## config.mk

```make
export PLATFORM = sky130hd
export DESIGN_NAME = spi_xfer_arbiter
export DESIGN_NICKNAME = d
export VERILOG_FILES = /design/src/rtl/spi_pkg.sv /design/src/rtl/spi_rr_arbiter.sv /design/src/rtl/spi_xfer_arbiter.sv
export SDC_FILE = /design/constraint.sdc
export NUM_CORES = 1
export LEC_CHECK = 0
export CAP_MARGIN = 25
export CORE_MARGIN = 2
export CORE_UTILIZATION = 45
export DETAILED_ROUTE_END_ITERATION = 8
export GPL_ROUTABILITY_DRIVEN = 1
export GPL_TIMING_DRIVEN = 0
export HOLD_SLACK_MARGIN = 0.08
export PLACE_DENSITY_LB_ADDON = 0.08
export SETUP_SLACK_MARGIN = 0.5
export SYNTH_ARGS = -nofsm -noshare
export SYNTH_HDL_FRONTEND = slang
export SYNTH_SLANG_ARGS = --single-unit
export TNS_END_PERCENT = 30
```

## constraint.sdc

```tcl
create_clock -name clk -period 6.4 [get_ports clk]
set_clock_uncertainty 0.1 [all_clocks]
set_input_delay 1.92 -clock clk [delete_from_list [all_inputs] [get_ports clk]]
set_output_delay 1.92 -clock clk [all_outputs]
set_load 0.01 [all_outputs]
```

## src/rtl/spi_pkg.sv

```systemverilog
// Shared definitions for the SPI transfer arbiter: controller state encodings,
// the default word width, and the rotating first-set-bit search used by the
// requester arbiter.
package spi_pkg;

    localparam int DEF_DATA_WIDTH = 16;

    // Controller states
    localparam logic [1:0] IDLE  = 2'd0;
    localparam logic [1:0] SETUP = 2'd1;
    localparam logic [1:0] XFER  = 2'd2;
    localparam logic [1:0] GAP   = 2'd3;

    // Index of the first set bit of vec[n-1:0], scanning upward from ptr and
    // wrapping past n-1 back to 0. Returns -1 when no bit is set. Requester
    // vectors are at most 8 wide, so callers zero-pad into 8 bits.
    function automatic int first_set_from(input logic [7:0] vec, input int ptr, input int n);
        int idx;
        first_set_from = -1;
        for (int k = 0; k < 8; k++) begin
            if (k < n) begin
                idx = ptr + k;
                if (idx >= n) idx = idx - n;
                if (vec[idx[2:0]] && first_set_from < 0) first_set_from = idx;
            end
        end
    endfunction

endpackage

```

## src/rtl/spi_rr_arbiter.sv

```systemverilog
// Combinational requester arbiter: request vector plus rotation pointer in,
// one-hot grant and its index out.
// Build option SPI_XFER_ARB_PRIORITY_EN: fixed priority, lowest index wins,
// and the pointer input is not used.
module spi_rr_arbiter #(
    parameter int NUM_REQ = 4,
    parameter int PTR_W   = 2
) (
    input  logic [NUM_REQ-1:0] req,
    input  logic [PTR_W-1:0]   ptr,
    output logic [NUM_REQ-1:0] grant,
    output logic [PTR_W-1:0]   grant_idx,
    output logic               any
);
    import spi_pkg::*;

    logic [7:0] req_pad;
    int         pick;

    // Pick the winning requester and encode it both one-hot and as an index
    always_comb begin
        req_pad = '0;
        req_pad[NUM_REQ-1:0] = req;
`ifdef SPI_XFER_ARB_PRIORITY_EN
        pick = first_set_from(req_pad, 0, NUM_REQ);
`else
        pick = first_set_from(req_pad, int'(ptr), NUM_REQ);
`endif
        grant     = '0;
        grant_idx = '0;
        any       = (pick >= 0);
        if (pick >= 0) begin
            grant[pick[PTR_W-1:0]] = 1'b1;
            grant_idx              = pick[PTR_W-1:0];
        end
    end

endmodule

```

## src/rtl/spi_xfer_arbiter.sv

```systemverilog
// Shares one SPI shift engine among NUM_REQ requesters. Each transfer runs
// IDLE (arbitrate) -> SETUP (slave selected, engine idle) -> XFER (wait for
// engine) -> GAP (GAP_CYCLES with no slave selected) -> IDLE.
// Build option SPI_XFER_ARB_PRIORITY_EN: fixed-priority arbitration (lowest
// index wins) with no rotation pointer; otherwise round-robin.
module spi_xfer_arbiter #(
    parameter int NUM_REQ    = 4,
    parameter int DATA_WIDTH = spi_pkg::DEF_DATA_WIDTH,
    parameter int GAP_CYCLES = 4
) (
    input  logic                          clk,
    input  logic                          rst,
    input  logic [NUM_REQ-1:0]            req,
    input  logic [NUM_REQ*DATA_WIDTH-1:0] req_wr_data,
    output logic [NUM_REQ-1:0]            gnt,
    output logic [NUM_REQ-1:0]            done,
    output logic [DATA_WIDTH-1:0]         rd_data,
    output logic [NUM_REQ-1:0]            ss_sel,
    output logic                          eng_start,
    output logic [DATA_WIDTH-1:0]         eng_wr_data,
    input  logic                          eng_busy,
    input  logic                          eng_done,
    input  logic [DATA_WIDTH-1:0]         eng_rd_data
);
    import spi_pkg::*;

    localparam int PTR_W = (NUM_REQ > 1) ? $clog2(NUM_REQ) : 1;
    localparam int CNT_W = (GAP_CYCLES > 1) ? $clog2(GAP_CYCLES + 1) : 1;
    localparam logic [CNT_W-1:0] GAP_LAST = CNT_W'(GAP_CYCLES - 1);

    logic [1:0]            state;
    logic [CNT_W-1:0]      gap_cnt;
    logic [PTR_W-1:0]      arb_ptr;
    logic [PTR_W-1:0]      arb_idx;
    logic [NUM_REQ-1:0]    arb_grant;
    logic                  arb_any;
    logic [DATA_WIDTH-1:0] words [NUM_REQ];

    // Split the flat requester data bus into one word per requester
    always_comb begin
        for (int i = 0; i < NUM_REQ; i++) begin
            words[i] = req_wr_data[i*DATA_WIDTH +: DATA_WIDTH];
        end
    end

    spi_rr_arbiter #(
        .NUM_REQ (NUM_REQ),
        .PTR_W   (PTR_W)
    ) u_arb (
        .req       (req),
        .ptr       (arb_ptr),
        .grant     (arb_grant),
        .grant_idx (arb_idx),
        .any       (arb_any)
    );

`ifdef SPI_XFER_ARB_PRIORITY_EN
    assign arb_ptr = '0;
`else
    localparam logic [PTR_W-1:0] LAST_IDX = PTR_W'(NUM_REQ - 1);

    logic [PTR_W-1:0] rr_ptr;
    logic [PTR_W-1:0] winner;

    assign arb_ptr = rr_ptr;

    // Remember the granted requester and advance the pointer past it when its
    // transfer completes, so a requester holding req waits its turn
    always_ff @(posedge clk) begin
        if (rst) begin
            rr_ptr <= '0;
            winner <= '0;
        end else if (state == IDLE && arb_any) begin
            winner <= arb_idx;
        end else if (state == XFER && eng_done) begin
            rr_ptr <= (winner == LAST_IDX) ? '0 : winner + 1'b1;
        end
    end
`endif

    // Transfer sequencer; reset aborts any transfer and drops the slave select
    always_ff @(posedge clk) begin
        if (rst) begin
            state       <= IDLE;
            gap_cnt     <= '0;
            gnt         <= '0;
            done        <= '0;
            rd_data     <= '0;
            ss_sel      <= '0;
            eng_start   <= 1'b0;
            eng_wr_data <= '0;
        end else begin
            done      <= '0;
            eng_start <= 1'b0;
            case (state)
                IDLE: begin
                    if (arb_any) begin
                        gnt         <= arb_grant;
                        ss_sel      <= arb_grant;
                        eng_wr_data <= words[arb_idx];
                        state       <= SETUP;
                    end
                end
                SETUP: begin
                    // Slave select has been up a full cycle; hold off while the
                    // engine still reports activity
                    if (!eng_busy) begin
                        eng_start <= 1'b1;
                        state     <= XFER;
                    end
                end
                XFER: begin
                    if (eng_done) begin
                        rd_data <= eng_rd_data;
                        done    <= gnt;
                        gnt     <= '0;
                        ss_sel  <= '0;
                        gap_cnt <= '0;
                        state   <= GAP;
                    end
                end
                GAP: begin
                    if (gap_cnt == GAP_LAST) begin
                        state <= IDLE;
                    end else begin
                        gap_cnt <= gap_cnt + 1'b1;
                    end
                end
                default: state <= IDLE;
            endcase
        end
    end

endmodule

```

==> results.ini <==
[run_status]
status=finished clean

[placed_design]
gp_congestion=0.869
dp_hpwl_mm=7.73
place_area_sq_um=4830
port_buffers=131

[grt]
grt_max_degree=19
grt-ovfl-total=0
antenna_found_initial=0
grt_pass1_vias=3391
grt_pass1_wl_mm=16.1
grtUsageTotal=0.237

[sta]
period_minus_slack_ns=4.56
hold_ws_ns=0.359
setup_viol=0
rsz0062_at_grt=no
min_period_over_period=0.713
hold_viol_final=0
fmax_mhz=219
worst_pin_slew_ns=0.690
relSlewSlack=0.540
drv_slew=0
finalSetupTns_ns=0

[clock_tree]
worstSkewPairLatency_ns=0.32
clockRootBuffer=clkbuf_8
cts_htree_levels=2
holdBufCountCts=0
numClockSinks=50
cts_resized=0
cts_buffers=5
clockBufferDepth=2
clk_pin_slew_ns=0.11
cts_tree=built
post-cts-setup-buffers=0

[detailed_routing]
wirelength_mm=10.1
dr_total_vias=3510
drtAntennaViolNets=0
first_pass_iters=5
post-route-drc-count=0
vias_per_cell=5.48
drtIter0Drc=155
wl_per_cell_um=15.7

[die]
ios=133
rows=31
die_height_um=90.9
die_area_sq_um=8260
initial_utilization=0.466
fp.dieW_um=90.9
core-area_sq_um=7290

[logic_synthesis]
synth_flop_cell=dfxtp_1
yosysWarnings=0
post_synth_inst_count=403
yosys_register_bits=50
synth-async-reset-ratio=0
synth_nets=502
ys_seq_area_frac=0.295
synth_edf_count=0
avgSynthCellArea_sq_um=8.43
synthesis.area_sq_um=3400
synth_cell_types=43

[power]
fin_total_pwr_mw=1.34
irDropWorstVdd_v=0.000150
power.leakage_nw=1.72
powerDensity_nw_per_um2=271

[critical_path]
critPathKind=input port to register
r2r_slack_ns=2.84
crit_slowest_cell=mux4_2
cp_data_required_time_ns=6.49
path_cells=clkdlybuf4s50_1, mux4_2, nor3b_4, a211o_1, buf_4, buf_6, mux2_2, o211ai_1, a211oi_2
cp_max_fo=10
endpoint_kind=register
slowest_delay_ns=0.62
cp.arrival_ns=4.65
startpoint_type=input port

[cells_and_area]
drive_gt1_frac=0.118
final_area_sq_um=4930
nets=640
area_growth_pct=45.1
num_antenna_cells=0
final_common_cell=clkdlybuf4s50_1
final_cell_mix=clkdlybuf4s50_1, nand2_1, dfxtp_1

[worst_hold_path]
hp-class=register to register

[job]
maxCapViolCount=0

[state kept, by name (all words and copies together), names as in the netlist]
register,cells
arb_ptr,2
done,4
eng_start,1
eng_wr_data,16
gap_cnt,3
rd_data,16
ss_sel,4
state,2
winner,2
[synthesized netlist by cell type, drive strengths merged, types with 4 or more instances]
cell type	instances	area (sq um)
a211oi	19	198
a21oi	44	224
a32oi	18	158
buf	16	119
clkbuf	21	78.8
dfxtp	50	1000
ha	11	138
inv	5	18.8
mux2	36	409
mux2i	20	200
nand2	81	304
nor2	25	93.8
nor3b	6	56.3
o211ai	19	156
o21ai	4	20.0
[worst paths after layout]
path,depth (start not counted),startpoint,to
worst max-delay path,9,req[2],eng_wr_data[6]$_SDFFE_PP0P_
worst min-delay path,2,rd_data[0]$_SDFFE_PP0P_,rd_data[0]$_SDFFE_PP0P_
worst max register to register,12,arb_ptr[0]$_SDFFE_PP0P_,eng_wr_data[6]$_SDFFE_PP0P_
worst min register to register,2,rd_data[0]$_SDFFE_PP0P_,rd_data[0]$_SDFFE_PP0P_
[critical path, delay by kind of cell]
family	cells	cell delay [ns]
mux	2	0.96
buf+inv	3	0.85
compound gates	3	0.56
simple gates	1	0.35
[metrics by stage]
stage / setup slack (ns) / cells / util
floorplan: 2.38 / 403 / -
global placement: 1.56 / 633 / 0.663
detailed placement: 1.55 / 633 / 0.663
CTS: 1.88 / 641 / 0.676
global route: 1.78 / 641 / 0.676
finish: 1.84 / 641 / 0.676
[layout make-up]
class	instances	area [sq um]
buffer	37	198
clock buffer	5	68.8
clock inverter	3	28.8
fill	672	2360
inverter	5	18.8
multi-input combinational	311	2180
sequential	50	1000
tap	99	124
timing repair buffer	131	1310
[metal layers]
metal  global-route usage  wire length, um  vias up
li1                     -                -     1737
met3               0.0576              728       21
met1                0.295             4360     1612
met2                0.404             4780      140
met4               0.0732              201        0
met5                    0                0        -
[cell families after synthesis]
kind of cell    after synthesis  synth area share
simple gates                129             0.166
fa+ha+maj                    11            0.0405
compound gates              114             0.250
mux                          57             0.186
flops                        50             0.295
buf+inv                      42            0.0637
[power by group]
part | leakage (nW) | internal, mW | switching (mW)
combinational | 1.26 | 0.350 | 0.357
sequential | 0.409 | 0.382 | 0.0424
clock | 0.0506 | 0.0821 | 0.122
total | 1.72 | 0.814 | 0.522
(Power assumes the default switching activity.)
